### src/rtl/dsp_sys_bus_master_if.sv
// Command, response and DSP system bus signals of dsp_sys_bus_master.
// master is the bus master's own view; slave is the command source, response sink and bus responder.
interface dsp_sys_bus_master_if;
  logic        cmd_valid;
  logic        cmd_ready;
  logic        cmd_write;
  logic [31:0] cmd_addr;
  logic [31:0] cmd_wdata;
  logic        rsp_valid;
  logic        rsp_ready;
  logic [31:0] rsp_rdata;
  logic        rsp_err;
  logic        rsp_timeout;
  logic        busy;
  logic [31:0] sys_addr;
  logic [31:0] sys_wdata;
  logic [3:0]  sys_sel;
  logic        sys_wen;
  logic        sys_ren;
  logic [31:0] sys_rdata;
  logic        sys_ack;
  logic        sys_err;

  modport master (
    input  cmd_valid, cmd_write, cmd_addr, cmd_wdata, rsp_ready,
           sys_rdata, sys_ack, sys_err,
    output cmd_ready, rsp_valid, rsp_rdata, rsp_err, rsp_timeout, busy,
           sys_addr, sys_wdata, sys_sel, sys_wen, sys_ren
  );

  modport slave (
    output cmd_valid, cmd_write, cmd_addr, cmd_wdata, rsp_ready,
           sys_rdata, sys_ack, sys_err,
    input  cmd_ready, rsp_valid, rsp_rdata, rsp_err, rsp_timeout, busy,
           sys_addr, sys_wdata, sys_sel, sys_wen, sys_ren
  );
endinterface

### src/rtl/dsp_sys_bus_master.sv
// Single-outstanding DSP system bus initiator: one bus transaction per command,
// one response per transaction, with an ack timeout so unmapped addresses cannot hang it.
module dsp_sys_bus_master #(
  parameter int TIMEOUT = 64,
  parameter int CW      = $clog2(TIMEOUT + 1)
) (
  input  logic                 clk_i,
  input  logic                 rst_i,
  dsp_sys_bus_master_if.master bus
);

  typedef enum logic [1:0] {
    ST_IDLE   = 2'd0,
    ST_STROBE = 2'd1,
    ST_WAIT   = 2'd2,
    ST_RESP   = 2'd3
  } state_t;

  localparam logic [CW-1:0] TIMEOUT_C = CW'(TIMEOUT);
  localparam logic [CW-1:0] ONE_C     = CW'(1);

  state_t        state_r;
  state_t        state_nxt_s;
  logic [CW-1:0] cnt_r;
  logic [CW-1:0] cnt_inc_s;
  logic          write_r;
  logic [31:0]   sys_addr_r;
  logic [31:0]   sys_wdata_r;
  logic [3:0]    sys_sel_r;
  logic          sys_wen_r;
  logic          sys_ren_r;
  logic          rsp_valid_r;
  logic [31:0]   rsp_rdata_r;
  logic          rsp_err_r;
  logic          rsp_timeout_r;
  logic          cmd_ready_s;
  logic          busy_s;
  logic          accept_s;
  logic          ack_s;
  logic          expire_s;
  logic          rsp_done_s;

  // State register
  always_ff @(posedge clk_i) begin
    if (rst_i) begin
      state_r <= ST_IDLE;
    end else begin
      state_r <= state_nxt_s;
    end
  end

  // Next-state decode
  always_comb begin
    state_nxt_s = state_r;
    case (state_r)
      ST_IDLE:   state_nxt_s = accept_s ? ST_STROBE : ST_IDLE;
      ST_STROBE: state_nxt_s = ST_WAIT;
      ST_WAIT:   state_nxt_s = (ack_s || expire_s) ? ST_RESP : ST_WAIT;
      ST_RESP:   state_nxt_s = rsp_done_s ? ST_IDLE : ST_RESP;
      default:   state_nxt_s = ST_IDLE;
    endcase
  end

  // Output decode: handshake readiness and the per-state events that steer the datapath
  always_comb begin
    cmd_ready_s = 1'b0;
    busy_s      = 1'b1;
    accept_s    = 1'b0;
    ack_s       = 1'b0;
    expire_s    = 1'b0;
    rsp_done_s  = 1'b0;
    cnt_inc_s   = cnt_r + ONE_C;
    case (state_r)
      ST_IDLE: begin
        cmd_ready_s = 1'b1;
        busy_s      = 1'b0;
        accept_s    = bus.cmd_valid;
      end
      ST_WAIT: begin
        // An ack on the final cycle beats the timeout.
        ack_s    = bus.sys_ack;
        expire_s = !bus.sys_ack && (cnt_inc_s == TIMEOUT_C);
      end
      ST_RESP: begin
        rsp_done_s = bus.rsp_ready;
      end
      default: begin
        cmd_ready_s = 1'b0;
        busy_s      = 1'b1;
      end
    endcase
  end

  // Bus drive, timeout counter and response capture
  always_ff @(posedge clk_i) begin
    if (rst_i) begin
      write_r       <= 1'b0;
      cnt_r         <= {CW{1'b0}};
      sys_addr_r    <= 32'h0000_0000;
      sys_wdata_r   <= 32'h0000_0000;
      sys_sel_r     <= 4'h0;
      sys_wen_r     <= 1'b0;
      sys_ren_r     <= 1'b0;
      rsp_valid_r   <= 1'b0;
      rsp_rdata_r   <= 32'h0000_0000;
      rsp_err_r     <= 1'b0;
      rsp_timeout_r <= 1'b0;
    end else begin
      case (state_r)
        ST_IDLE: begin
          if (accept_s) begin
            write_r    <= bus.cmd_write;
            sys_addr_r <= bus.cmd_addr;
            sys_wen_r  <= bus.cmd_write;
            sys_ren_r  <= !bus.cmd_write;
            if (bus.cmd_write) begin
              sys_wdata_r <= bus.cmd_wdata;
              sys_sel_r   <= 4'hF;
            end else begin
              sys_sel_r   <= 4'h0;
            end
          end
        end
        ST_STROBE: begin
          sys_wen_r <= 1'b0;
          sys_ren_r <= 1'b0;
          cnt_r     <= {CW{1'b0}};
        end
        ST_WAIT: begin
          if (ack_s) begin
            rsp_rdata_r   <= write_r ? 32'h0000_0000 : bus.sys_rdata;
            rsp_err_r     <= bus.sys_err;
            rsp_timeout_r <= 1'b0;
            rsp_valid_r   <= 1'b1;
          end else if (expire_s) begin
            rsp_rdata_r   <= 32'h0000_0000;
            rsp_err_r     <= 1'b1;
            rsp_timeout_r <= 1'b1;
            rsp_valid_r   <= 1'b1;
            cnt_r         <= cnt_inc_s;
          end else begin
            cnt_r <= cnt_inc_s;
          end
        end
        ST_RESP: begin
          if (rsp_done_s) begin
            rsp_valid_r <= 1'b0;
          end
        end
        default: begin
          sys_wen_r <= 1'b0;
          sys_ren_r <= 1'b0;
        end
      endcase
    end
  end

  assign bus.cmd_ready   = cmd_ready_s;
  assign bus.busy        = busy_s;
  assign bus.sys_addr    = sys_addr_r;
  assign bus.sys_wdata   = sys_wdata_r;
  assign bus.sys_sel     = sys_sel_r;
  assign bus.sys_wen     = sys_wen_r;
  assign bus.sys_ren     = sys_ren_r;
  assign bus.rsp_valid   = rsp_valid_r;
  assign bus.rsp_rdata   = rsp_rdata_r;
  assign bus.rsp_err     = rsp_err_r;
  assign bus.rsp_timeout = rsp_timeout_r;

endmodule

### src/flat_wrapper.sv
// flat-port wrapper written by rule: the top's interface ports become plain ports
module dsp_sys_bus_master_flat 
#(
  parameter int TIMEOUT = 64,
  parameter int CW      = $clog2(TIMEOUT + 1)
)
  (clk_i, rst_i, bus_cmd_valid, bus_cmd_write, bus_cmd_addr, bus_cmd_wdata, bus_rsp_ready, bus_sys_rdata, bus_sys_ack, bus_sys_err, bus_cmd_ready, bus_rsp_valid, bus_rsp_rdata, bus_rsp_err, bus_rsp_timeout, bus_busy, bus_sys_addr, bus_sys_wdata, bus_sys_sel, bus_sys_wen, bus_sys_ren);
  dsp_sys_bus_master_if bus_i ();
  input  logic clk_i;
  input  logic rst_i;
  input wire logic [$bits(bus_i.cmd_valid)-1:0] bus_cmd_valid;
  input wire logic [$bits(bus_i.cmd_write)-1:0] bus_cmd_write;
  input wire logic [$bits(bus_i.cmd_addr)-1:0] bus_cmd_addr;
  input wire logic [$bits(bus_i.cmd_wdata)-1:0] bus_cmd_wdata;
  input wire logic [$bits(bus_i.rsp_ready)-1:0] bus_rsp_ready;
  input wire logic [$bits(bus_i.sys_rdata)-1:0] bus_sys_rdata;
  input wire logic [$bits(bus_i.sys_ack)-1:0] bus_sys_ack;
  input wire logic [$bits(bus_i.sys_err)-1:0] bus_sys_err;
  output wire logic [$bits(bus_i.cmd_ready)-1:0] bus_cmd_ready;
  output wire logic [$bits(bus_i.rsp_valid)-1:0] bus_rsp_valid;
  output wire logic [$bits(bus_i.rsp_rdata)-1:0] bus_rsp_rdata;
  output wire logic [$bits(bus_i.rsp_err)-1:0] bus_rsp_err;
  output wire logic [$bits(bus_i.rsp_timeout)-1:0] bus_rsp_timeout;
  output wire logic [$bits(bus_i.busy)-1:0] bus_busy;
  output wire logic [$bits(bus_i.sys_addr)-1:0] bus_sys_addr;
  output wire logic [$bits(bus_i.sys_wdata)-1:0] bus_sys_wdata;
  output wire logic [$bits(bus_i.sys_sel)-1:0] bus_sys_sel;
  output wire logic [$bits(bus_i.sys_wen)-1:0] bus_sys_wen;
  output wire logic [$bits(bus_i.sys_ren)-1:0] bus_sys_ren;
  assign bus_i.cmd_valid = bus_cmd_valid;
  assign bus_i.cmd_write = bus_cmd_write;
  assign bus_i.cmd_addr = bus_cmd_addr;
  assign bus_i.cmd_wdata = bus_cmd_wdata;
  assign bus_i.rsp_ready = bus_rsp_ready;
  assign bus_i.sys_rdata = bus_sys_rdata;
  assign bus_i.sys_ack = bus_sys_ack;
  assign bus_i.sys_err = bus_sys_err;
  assign bus_cmd_ready = bus_i.cmd_ready;
  assign bus_rsp_valid = bus_i.rsp_valid;
  assign bus_rsp_rdata = bus_i.rsp_rdata;
  assign bus_rsp_err = bus_i.rsp_err;
  assign bus_rsp_timeout = bus_i.rsp_timeout;
  assign bus_busy = bus_i.busy;
  assign bus_sys_addr = bus_i.sys_addr;
  assign bus_sys_wdata = bus_i.sys_wdata;
  assign bus_sys_sel = bus_i.sys_sel;
  assign bus_sys_wen = bus_i.sys_wen;
  assign bus_sys_ren = bus_i.sys_ren;
  dsp_sys_bus_master #(.TIMEOUT(TIMEOUT), .CW(CW)) u_core (.clk_i(clk_i), .rst_i(rst_i), .bus(bus_i));
endmodule
### config.mk
export PLATFORM = sky130hd
export DESIGN_NAME = dsp_sys_bus_master_flat
export DESIGN_NICKNAME = d
export VERILOG_FILES = /design/src/rtl/dsp_sys_bus_master_if.sv /design/src/rtl/dsp_sys_bus_master.sv /design/src/flat_wrapper.sv
export SDC_FILE = /design/constraint.sdc
export NUM_CORES = 1
export LEC_CHECK = 0
export ABC_CLOCK_PERIOD_IN_PS = 2460
export BUFFER_PORTS_ARGS = -buffer_cell sky130_fd_sc_hd__buf_2
export CAP_MARGIN = 25
export CORE_ASPECT_RATIO = 1.75
export CORE_UTILIZATION = 35
export CTS_BUF_LIST = sky130_fd_sc_hd__clkbuf_2 sky130_fd_sc_hd__clkbuf_4 sky130_fd_sc_hd__clkbuf_8
export DETAILED_ROUTE_END_ITERATION = 6
export HOLD_SLACK_MARGIN = 0.02
export PLACE_DENSITY = 0.75
export SYNTH_ARGS = -nofsm -noshare
export SYNTH_HDL_FRONTEND = slang
export SYNTH_SLANG_ARGS = --single-unit
### constraint.sdc
create_clock -name clk_i -period 2.46 [get_ports clk_i]
set_clock_uncertainty 0.15 [all_clocks]
set_input_delay 0.369 -clock clk_i [delete_from_list [all_inputs] [get_ports clk_i]]
set_output_delay 0.369 -clock clk_i [all_outputs]
set_load 0.05 [all_outputs]
==> results of run 1 <==
## critical path, cell delays in order (launching register included)
cell	delay (ps)
dfxtp_1	450
ha_1	280
nand3_1	110
or3_4	360
a2111oi_4	410
buf_12	240
o21ai_0	120
## routing by layer
| metal | vias up | global-route usage (%) | routed length [µm] | part of all wire, % |
|---|---|---|---|---|
| met3 | 10 | 4.54 | 948 | 7.6 |
| met1 | 2039 | 19.7 | 5240 | 42 |
| li1 | 2257 | - | - | - |
| met2 | 185 | 32.0 | 6140 | 49 |
| met4 | 0 | 5.84 | 149 | 1.2 |
| met5 | - | 0 | 0 | 0 |
## cell families after synthesis
group | share of synthesized area [%]
and+or+nand+nor | 21.8
DFF | 48.5
xor gates and xnor gates | 0.382
buffers and inverters | 6.01
muxes | 0.491
AOI/OAI and AO/OA | 22.3
adders and majority gates | 0.546
## how the worst max path moves through the flow
stage | start | endpoint | slack (ps) | cells after the start
floorplan | u_core.cnt_r[0] | u_core.bus.rsp_rdata[12] | 260 | 6
global placement | u_core.cnt_r[0] | u_core.bus.rsp_rdata[2] | 290 | 6
detailed placement | u_core.cnt_r[0] | u_core.bus.rsp_rdata[22] | 210 | 6
CTS | u_core.cnt_r[0] | u_core.bus.rsp_rdata[22] | 180 | 6
global route | u_core.cnt_r[0] | u_core.bus.rsp_rdata[10] | 70 | 6
finish | u_core.cnt_r[0] | u_core.bus.rsp_rdata[22] | 210 | 6
## area by class of cell
type                    instances  area (µm²)  area share [%]
clock inverters                 6        51.3           0.855
well taps                     171         214            3.57
flip-flops and latches        111        2220            37.0
repair buffers                231        1260            21.1
inverters                       3        11.3           0.188
multi-input cells             370        2100            35.0
clock buffers                  10         138            2.29
## placed cells by master, fill, tap and decap left out, types with 2 or more instances in the layout
cell type      count
clkbuf_8          10
xnor2_1            2
dlygate4sd3_1      6
mux2_2             2
nand3b_1          33
buf_12             3
o21ai_0           23
nor2_1             7
inv_1              2
o21a_1             2
and2_1             2
nor2b_1            3
ha_1               2
o21ai_1            6
or3b_2             2
inv_6              3
dfxtp_1          111
o21bai_1           2
and3_1             3
nor3b_1            2
o21ai_2            4
buf_2            209
o32ai_1            2
nand2b_1           4
nor3_1             2
a31oi_1            3
a32oi_1           32
nand3_1            2
nand2_1          136
buf_4             13
a21oi_1           74
o31a_2             2
## repair_timing
| action | 4_1_cts | 5_1_grt |
|---|---|---|
| setup endpoints to repair | 0 | 0 |
| hold buffers | 6 | 0 |
| hold endpoints to repair | 6 | 0 |
## power by group through the flow
stage / Sequential [W] / Combinational, W / Clock (W)
finish: 0.00198 / 0.00100 / 0.00108
CTS: 0.00198 / 0.00101 / 0.00113
global placement: 0.00202 / 0.000997 / 0
global route: 0.00200 / 0.00107 / 0.00119
detailed placement: 0.00202 / 0.00100 / 0
floorplan: 0.00239 / 0.000332 / 0
## sequential cells by signal (all words and copies together) (netlist names)
register,count
u_core.bus.sys_wen,1
u_core.bus.rsp_valid,1
u_core.bus.rsp_timeout,1
u_core.bus.rsp_rdata,32
u_core.state_r,2
u_core.cnt_r,7
u_core.bus.sys_addr,32
u_core.bus.sys_sel,1
u_core.bus.rsp_err,1
u_core.bus.sys_wdata,32
u_core.bus.sys_ren,1
## stage by stage
step	total power [W]	area (µm²)	utilization, %
floorplan	0.00272	4580	-
global placement	0.00301	5750	44.7
detailed placement	0.00302	5750	44.7
CTS	0.00412	6000	46.6
global route	0.00426	6000	46.6
finish	0.00406	6000	46.6
==> flow_summary_export.csv, run 1 <==
group,metric,value,unit
run_status,outcome,"completed",
timing,maxSlewViolCount,0,
placed_design,portBuffers,209,
die,core,12900,µm²
timing,tightest_slew,456,ps
timing,setup_slack,213,ps
route,dr.pass1.iters,4,
logic_synthesis,ys_seq_area_share,48.5,%
route,viasPerCell,4.98,
clock_network,cts_sinks,111,
power,power_per_cell_area,677,nW/µm²
logic_synthesis,syn_inst,539,
timing,finalHoldViolCount,0,
die,start_util,35.6,%
placed_design,place_congestion,0.704,
final_layout,fin_nets,831,
logic_synthesis,avgSynthCellArea,8.50,µm²
final_layout,diodes,0,
logic_synthesis,yosysWarningCount,0,
clock_network,clkTransAtPathRegs,100,ps
hold_path,min_path_cells,3,
placed_design,hpwl,8.61,mm
global_route,antenna_found_initial,0,
die,ioPinCount,210,
placed_design,post-place-ws,206,ps
hold_path,whs_endpoint,"u_core.bus.rsp_rdata[7]",
power,p_sw_share,36.0,%
logic_synthesis,synth_area,4580,µm²
clock_network,cts_root_buf,"clkbuf_8",
route,drtIter0Drc,102,
global_route,grt_max_degree,71,
clock_network,postCtsSetupBuffers,0,
power,combinationalPowerShare,24.7,%
logic_synthesis,ys_top_cells_by_count,"nand2_1 (136), dfxtp_1 (111), a21oi_1 (74), clkbuf_1 (41), nand3b_1 (33)",
flow_run,maxCapViolations,0,
placed_design,dpl.cell_count,880,
route,drtAntennaViolNets,0,
logic_synthesis,synth_edf_count,0,
logic_synthesis,yosys.area.top_type_share,48.5,%
power,internal-power,0.00260,W
final_layout,fillers,1285,
timing,finalSetupTns,0,ps
global_route,grt_pass1_vias,4072,
clock_network,insertion_delay,370,ps
timing,max_freq,0.445,GHz
worst_setup_path,crit_arrival,2350,ps
power,vdd.ir_drop.worst,0.000313,V
power,clkPwrFrac,26.5,%
hold_path,hp-start,"bus_sys_rdata[7]",
clock_network,cts-resized-gates,0,
logic_synthesis,yosysMostFrequentCell,"nand2_1",
clock_network,cts-buffers-inserted,9,
worst_setup_path,required,2570,ps
timing,period_minus_slack,2250,ps
final_layout,synthToLayoutAreaGrowth,30.9,%
logic_synthesis,synth_seq_cells,111,
logic_synthesis,synth_flop_cell,"dfxtp_1",
clock_network,cts_max_level,3,
die,dieArea,13600,µm²
power,p_sw,0.00146,W
logic_synthesis,yosys.cell_types.count,49,
timing,maxSlewHeadroom,68.8,%
global_route,grt_overflow,0,
worst_setup_path,rr_worst_depth,6,
timing,rsz0062_at_grt,"false",
die,die_w,88.5,µm
route,drt_wl_total,12.5,mm
timing,period_share,91.3,%
timing,setup_viol,0,
worst_setup_path,r2r_slack,210,ps
worst_setup_path,crit_path_end_kind,"register",
logic_synthesis,synth_top_cell_by_area,"dfxtp_1",
worst_setup_path,r2r_start,"u_core.cnt_r[0]",
clock_network,cts_tree,"done",
timing,fin_hold_ws,47.1,ps
worst_setup_path,cp_max_fo,36,
power,leakage,2.62,nW
global_route,grt_pass1_wl,19.1,mm
hold_path,hp-class,"primary input to register",
worst_setup_path,crit_type,"register to register",
logic_synthesis,async_reset_ff_share,0,%
logic_synthesis,synth_area_leaders,"dfxtp_1 (48%), nand2_1 (11%), a21oi_1 (8.1%)",
power,power_frac_seq,48.7,%
final_layout,stdcell_count,902,
worst_setup_path,worst_setup_path_start_kind,"register",
clock_network,max-clock-path-buffers,2,
route,drc,0,
die,fp.dieH,153,µm
final_layout,layout-drive-gt1-share,35.4,%
logic_synthesis,syn_nets,644,
route,vias,4491,
die,rows,55,
global_route,grt_use_total,17.8,%
route,wl_per_cell,13.8,µm
worst_setup_path,r2r-end,"u_core.bus.rsp_rdata[22]",
Power figures use the tool's default switching activity.
==> run 2: changes to the inputs <==
--- a/config.mk
+++ b/config.mk
@@ -5,6 +5,7 @@
 export SDC_FILE = /design/constraint.sdc
 export NUM_CORES = 1
 export LEC_CHECK = 0
+export ABC_AREA = 1
 export ABC_CLOCK_PERIOD_IN_PS = 2460
 export BUFFER_PORTS_ARGS = -buffer_cell sky130_fd_sc_hd__buf_2
 export CAP_MARGIN = 25
@@ -13,7 +14,8 @@
 export CTS_BUF_LIST = sky130_fd_sc_hd__clkbuf_2 sky130_fd_sc_hd__clkbuf_4 sky130_fd_sc_hd__clkbuf_8
 export DETAILED_ROUTE_END_ITERATION = 6
 export HOLD_SLACK_MARGIN = 0.02
-export PLACE_DENSITY = 0.75
+export PLACE_DENSITY = 0.76
+export SLEW_MARGIN = 5
 export SYNTH_ARGS = -nofsm -noshare
 export SYNTH_HDL_FRONTEND = slang
 export SYNTH_SLANG_ARGS = --single-unit
==> run 2 against run 1 <==
Combinational power down 4%. Register-to-register slack better by 140 ps. Wire length shrank 9.4%. Synthesized cell count up 0.37%. Clock power hardly changed. Sequential cell count did not move. Count of clock-buffer cells in the layout is the same. Hold slack improved by 34 ps. Non-clock buffer count is 14 lower.
==> flow_summary_export.csv, run 2 <==
group,metric,value,unit
run_status,outcome,"completed",
logic_synthesis,yosysMostFrequentCell,"dfxtp_1",
worst_setup_path,crit_arrival,2260,ps
final_layout,fin_nets,832,
flow_run,maxCapViolations,0,
placed_design,dpl.cell_count,851,
worst_setup_path,worst_path_most_repeated_cell,"nand2_1",
clock_network,cts_tree,"done",
worst_setup_path,required,2610,ps
route,dr.pass1.iters,6,
hold_path,min_path_cells,3,
final_layout,layout_common_cells,"buf_2 (209), dfxtp_1 (111), nand2_1 (95), a21oi_1 (75), nor2_1 (74)",
power,power_per_cell_area,723,nW/µm²
worst_setup_path,cp_max_fo,34,
die,fp.dieH,148,µm
die,start_util,36.4,%
power,vdd.ir_drop.worst,0.000327,V
global_route,grt_use_total,17.6,%
logic_synthesis,synth_area_leaders,"dfxtp_1 (52%), a21oi_1 (8.9%), nand2_1 (8.4%)",
logic_synthesis,syn_nets,646,
logic_synthesis,synth_edf_count,0,
timing,period_share,85.8,%
final_layout,synthToLayoutAreaGrowth,29.8,%
logic_synthesis,synth_seq_cells,111,
logic_synthesis,synth_top_cell_by_area,"dfxtp_1",
clock_network,cts_sinks,111,
placed_design,portBuffers,209,
clock_network,max-clock-path-buffers,2,
clock_network,cts_hold_buf,0,
route,vias,4223,
placed_design,place_congestion,0.831,
global_route,antenna_found_initial,0,
timing,setup_slack,350,ps
logic_synthesis,yosys.area.top_type_share,52.5,%
die,core,11600,µm²
timing,rsz0062_at_grt,"false",
worst_setup_path,cp_slowest_cell,"dfxtp_1",
die,ioPinCount,210,
timing,finalSetupTns,0,ps
final_layout,fin_util,47.2,%
timing,max_freq,0.474,GHz
global_route,grt_pass1_vias,3841,
route,drtIter0Drc,139,
power,power_frac_seq,49.5,%
logic_synthesis,yosysWarningCount,0,
final_layout,final_common_cell,"buf_2",
die,die_w,85.2,µm
logic_synthesis,syn_inst,541,
power,combinationalPowerShare,24.2,%
clock_network,cts_max_level,3,
logic_synthesis,synth_area,4240,µm²
worst_setup_path,rr_worst_depth,9,
clock_network,cts_root_buf,"clkbuf_8",
final_layout,layout-drive-gt1-share,34.3,%
power,clkPwrFrac,26.4,%
final_layout,stdcell_count,867,
clock_network,cts-buffers-inserted,9,
logic_synthesis,yosys.cell_types.count,26,
logic_synthesis,ys_top_cells_by_count,"dfxtp_1 (111), nand2_1 (95), a21oi_1 (75), nor2_1 (74), nand3_1 (69)",
clock_network,cts-resized-gates,0,
power,p_sw,0.00143,W
route,drtAntennaViolNets,0,
clock_network,postCtsSetupBuffers,0,
power,p_sw_share,35.9,%
placed_design,hpwl,7.83,mm
final_layout,fillers,1187,
logic_synthesis,ys_seq_area_share,52.5,%
timing,maxSlewHeadroom,69.1,%
worst_setup_path,crit_path_end_kind,"register",
final_layout,diodes,0,
power,internal-power,0.00255,W
global_route,grt_max_degree,77,
global_route,grt_overflow,0,
worst_setup_path,cp_cell_sequence,"ha_1 -> nand3_1 -> o21bai_2 -> nand2_1 -> nor2_4 -> nand3_4 -> nand2_1 -> inv_1 -> a21oi_1",
worst_setup_path,worst_setup_path_start_kind,"register",
die,rows,52,
die,dieArea,12600,µm²
clock_network,insertion_delay,370,ps
route,wl_per_cell,13.0,µm
worst_setup_path,cpPeakStageDelay,420,ps
timing,period_minus_slack,2110,ps
power,leakage,2.56,nW
logic_synthesis,async_reset_ff_share,0,%
timing,maxSlewViolCount,0,
logic_synthesis,synth_flop_cell,"dfxtp_1",
timing,finalHoldViolCount,0,
logic_synthesis,avgSynthCellArea,7.83,µm²
timing,setup_viol,0,
route,viasPerCell,4.87,
worst_setup_path,crit_type,"register to register",
hold_path,hp-class,"primary input to register",
timing,tightest_slew,462,ps
clock_network,clkTransAtPathRegs,110,ps
global_route,grt_pass1_wl,17.9,mm
route,drc,0,
placed_design,post-place-ws,367,ps
route,drt_wl_total,11.3,mm
[run 2: cell types whose count changed in the layout (fill, tap and decap cells not counted), moves of 5 or more]
cell / delta
a32oi_1: -32
buf_4: -7
dlygate4sd3_1: -6
inv_1: +14
nand2_1: -41
nand3_1: +67
nand3b_1: -33
nor2_1: +67
o21ai_0: +12
o21ai_1: -5
[run 2: logic make-up (layout without fill, tap and decap cells)]
logic type               after synthesis  count (layout)  synth area share [%]
AND/OR/NAND/NOR                      251             251                  25.8
XOR/XNOR                               1               1                 0.384
flip-flops                           111             111                  52.5
adder cells (fa/ha/maj)                2               2                 0.591
buffers and inverters                 62             253                  6.97
AO/OA/AOI/OAI                        114             114                  13.9
[run 2: power by group through the flow]
stage | Sequential (W) | Clock (W) | Combinational, W
finish | 0.00197 | 0.00105 | 0.000961
global route | 0.00198 | 0.00115 | 0.00103
CTS | 0.00197 | 0.00109 | 0.000967
detailed placement | 0.00201 | 0 | 0.000967
global placement | 0.00201 | 0 | 0.000962
floorplan | 0.00238 | 0 | 0.000324
[run 2: worst max-delay path, delay by kind of cell, from the launching register on]
kind | cells | cell delay, ps
simple gates | 5 | 890
flops | 1 | 420
compound gates | 2 | 270
fa+ha+maj | 1 | 240
buf+inv | 1 | 60
[run 2: layout make-up]
class	count	area [µm²]	share of cell area [%]
multi-input combinational	368	1720	31.3
inverter	20	75.1	1.36
tap	135	169	3.07
clock buffer	10	131	2.39
timing repair buffer	217	1130	20.6
sequential	111	2220	40.4
clock inverter	6	52.6	0.955
[run 2: routing by layer]
layer,GRT usage [%],vias to the layer above,routed length (µm)
met5,0,-,0
met2,32.9,181,5790
li1,-,2131,-
met4,7.46,0,301
met1,18.6,1890,4420
met3,3.96,21,787
[run 2: per-stage QoR]
stage	hold WS [ps]	instance area, µm²	power, W
6_report	81.0	5500	0.00398
5_1_grt	72.8	5500	0.00416
4_1_cts	59.8	5500	0.00403
3_5_place_dp	300	5320	0.00298
3_3_place_gp	295	5320	0.00297
2_1_floorplan	299	4240	0.00271
[run 2: final timing paths]
kind / start / end / slack, ps
setup / recovery: u_core.cnt_r[0] / u_core.bus.rsp_valid / 350
hold reg to reg: u_core.bus.sys_wdata[27] / u_core.bus.sys_wdata[27] / 310
hold / removal: bus_sys_rdata[29] / u_core.bus.rsp_rdata[29] / 80
setup reg to reg: u_core.cnt_r[0] / u_core.bus.rsp_valid / 350
==> run 3: changes to the inputs <==
--- a/config.mk
+++ b/config.mk
@@ -10,11 +10,11 @@
 export BUFFER_PORTS_ARGS = -buffer_cell sky130_fd_sc_hd__buf_2
 export CAP_MARGIN = 25
 export CORE_ASPECT_RATIO = 1.75
-export CORE_UTILIZATION = 35
+export CORE_UTILIZATION = 40
 export CTS_BUF_LIST = sky130_fd_sc_hd__clkbuf_2 sky130_fd_sc_hd__clkbuf_4 sky130_fd_sc_hd__clkbuf_8
 export DETAILED_ROUTE_END_ITERATION = 6
 export HOLD_SLACK_MARGIN = 0.02
-export PLACE_DENSITY = 0.76
+export PLACE_DENSITY = 0.83
 export SLEW_MARGIN = 5
 export SYNTH_ARGS = -nofsm -noshare
 export SYNTH_HDL_FRONTEND = slang
==> run 3 against run 2 <==
Worst setup slack gained 17 ps. Via count is 1.1% lower. Power is 1.2% lower. Sequential cell count is the same. Fmax is 0.82% higher. Critical endpoint unchanged. Largest power group unchanged.
==> flow_summary_export.csv, run 3 (synthesized netlist as in run 2, its figures left out) <==
group,metric,value,unit
run_status,outcome,"completed",
clock_network,clkTransAtPathRegs,110,ps
global_route,grt_pass1_vias,3848,
route,drtAntennaViolNets,0,
timing,tightest_slew,447,ps
route,dr.pass1.iters,4,
timing,setup_viol,0,
die,dieArea,11000,µm²
timing,rsz0062_at_grt,"false",
die,rows,49,
worst_setup_path,cp_cell_sequence,"ha_1 -> nand2_1 -> nor2_2 -> xor2_2 -> nor2_2 -> nand3_4 -> nand2_1 -> inv_1 -> a21oi_1",
timing,finalHoldViolCount,0,
clock_network,cts_tree,"done",
placed_design,dpl.cell_count,844,
final_layout,fin_util,53.2,%
clock_network,cts_root_buf,"clkbuf_8",
clock_network,postCtsSetupBuffers,0,
worst_setup_path,worst_setup_path_start_kind,"register",
clock_network,cts_sinks,111,
placed_design,portBuffers,209,
global_route,grt_pass1_wl,16.9,mm
worst_setup_path,crit_type,"register to register",
worst_setup_path,rr_worst_depth,9,
die,ioPinCount,210,
timing,finalSetupTns,0,ps
final_layout,stdcell_count,860,
worst_setup_path,required,2600,ps
route,wl_per_cell,12.6,µm
route,drc,0,
route,drtIter0Drc,147,
clock_network,cts_hold_buf,0,
worst_setup_path,cp_max_fo,34,
global_route,antenna_found_initial,0,
die,core,10300,µm²
final_layout,final_common_cell,"buf_2",
die,die_w,79.8,µm
final_layout,fillers,1029,
worst_setup_path,crit_arrival,2230,ps
worst_setup_path,crit_path_end_kind,"register",
power,vdd.ir_drop.worst,0.000332,V
die,start_util,41.1,%
clock_network,insertion_delay,360,ps
hold_path,hp-start,"bus_cmd_addr[8]",
hold_path,hp-class,"primary input to register",
timing,maxSlewViolCount,0,
timing,period_minus_slack,2090,ps
final_layout,seqCellArea,2220,µm²
clock_network,cts-buffers-inserted,9,
clock_network,cts-resized-gates,0,
global_route,grt_use_total,19.1,%
final_layout,layout_common_cells,"buf_2 (209), dfxtp_1 (111), nand2_1 (95), a21oi_1 (75), nor2_1 (74)",
final_layout,layout-drive-gt1-share,34.4,%
route,viasPerCell,4.86,
die,fp.dieH,138,µm
flow_run,maxCapViolations,0,
clock_network,cts_max_level,3,
global_route,grt_overflow,0,
placed_design,place_congestion,0.798,
final_layout,fin_nets,833,
final_layout,multi_input_area,1720,µm²
placed_design,hpwl,7.87,mm
worst_setup_path,cpPeakStageDelay,430,ps
final_layout,synthToLayoutAreaGrowth,29.4,%
final_layout,diodes,0,
timing,max_freq,0.478,GHz
clock_network,max-clock-path-buffers,2,
worst_setup_path,r2r-end,"u_core.bus.rsp_valid",
worst_setup_path,cp_slowest_cell,"dfxtp_1",
timing,maxSlewHeadroom,70.1,%
global_route,grt_max_degree,51,
power,power_per_cell_area,717,nW/µm²
timing,period_share,85.1,%
worst_setup_path,r2r_slack,370,ps
route,vias,4178,
worst_setup_path,r2r_start,"u_core.cnt_r[0]",
route,drt_wl_total,10.8,mm
hold_path,min_path_cells,3,
power,leakage,2.56,nW
hold_path,whs_endpoint,"u_core.bus.sys_addr[8]",
run 3: cell count changes in the layout (fill, tap and decap cells not counted):
cell,delta
inv_8,-1
clkbuf_8,+1
clkbuf_4,-1
clkinv_2,+2
buf_4,+2
clkinv_4,+1
clkinvlp_4,-1
inv_6,-1
buf_12,-1
run 3: per-layer routing:
metal	up-vias	track usage [%]	wire, µm
li1	2135	-	-
met1	1874	19.4	4240
met2	153	36.3	5690
met3	16	3.89	699
met4	0	8.08	211
met5	-	0	0
run 3: worst max path at each step:
stage,startpoint,end,cells after the start
2_1_floorplan,u_core.state_r[0],u_core.bus.sys_wdata[23],6
3_3_place_gp,u_core.cnt_r[0],u_core.bus.rsp_valid,11
3_5_place_dp,u_core.cnt_r[0],u_core.bus.rsp_valid,9
4_1_cts,u_core.cnt_r[0],u_core.bus.rsp_valid,9
5_1_grt,u_core.cnt_r[0],u_core.bus.rsp_valid,11
6_report,u_core.cnt_r[0],u_core.bus.rsp_valid,9
run 3: critical path: cells and delay by family, from the launching register on:
| kind | cells | cell delay [ps] |
|---|---|---|
| AO/OA/AOI/OAI | 1 | 120 |
| flip-flops | 1 | 430 |
| buffers and inverters | 1 | 60 |
| AND/OR/NAND/NOR | 5 | 930 |
| XOR/XNOR | 1 | 90 |
| adder cells (fa/ha/maj) | 1 | 230 |
run 3: layout make-up:
class                      count  area share (%)
sequential                   111            40.5
inverter                      20            1.37
multi-input combinational    368            31.4
timing repair buffer         218            20.5
clock buffer                  10            2.51
clock inverter                 6           0.799
tap                          127            2.90
run 3: per-stage QoR:
| stage | area, µm² | hold slack, ps | total power [W] | setup slack (ps) |
|---|---|---|---|---|
| final | 5480 | 96.9 | 0.00393 | 367 |
| after global placement | 5300 | 293 | 0.00296 | 414 |
| after floorplan | 4240 | 299 | 0.00271 | 556 |
| after detailed placement | 5300 | 299 | 0.00297 | 379 |
| after global routing | 5480 | 74.1 | 0.00413 | 122 |
| after CTS | 5480 | 73.5 | 0.00398 | 349 |
run 3: power breakdown:
group          internal [W]  switching (W)  total, W
Clock              0.000400       0.000607   0.00101
Sequential          0.00191      0.0000566   0.00197
Combinational      0.000242       0.000715  0.000957
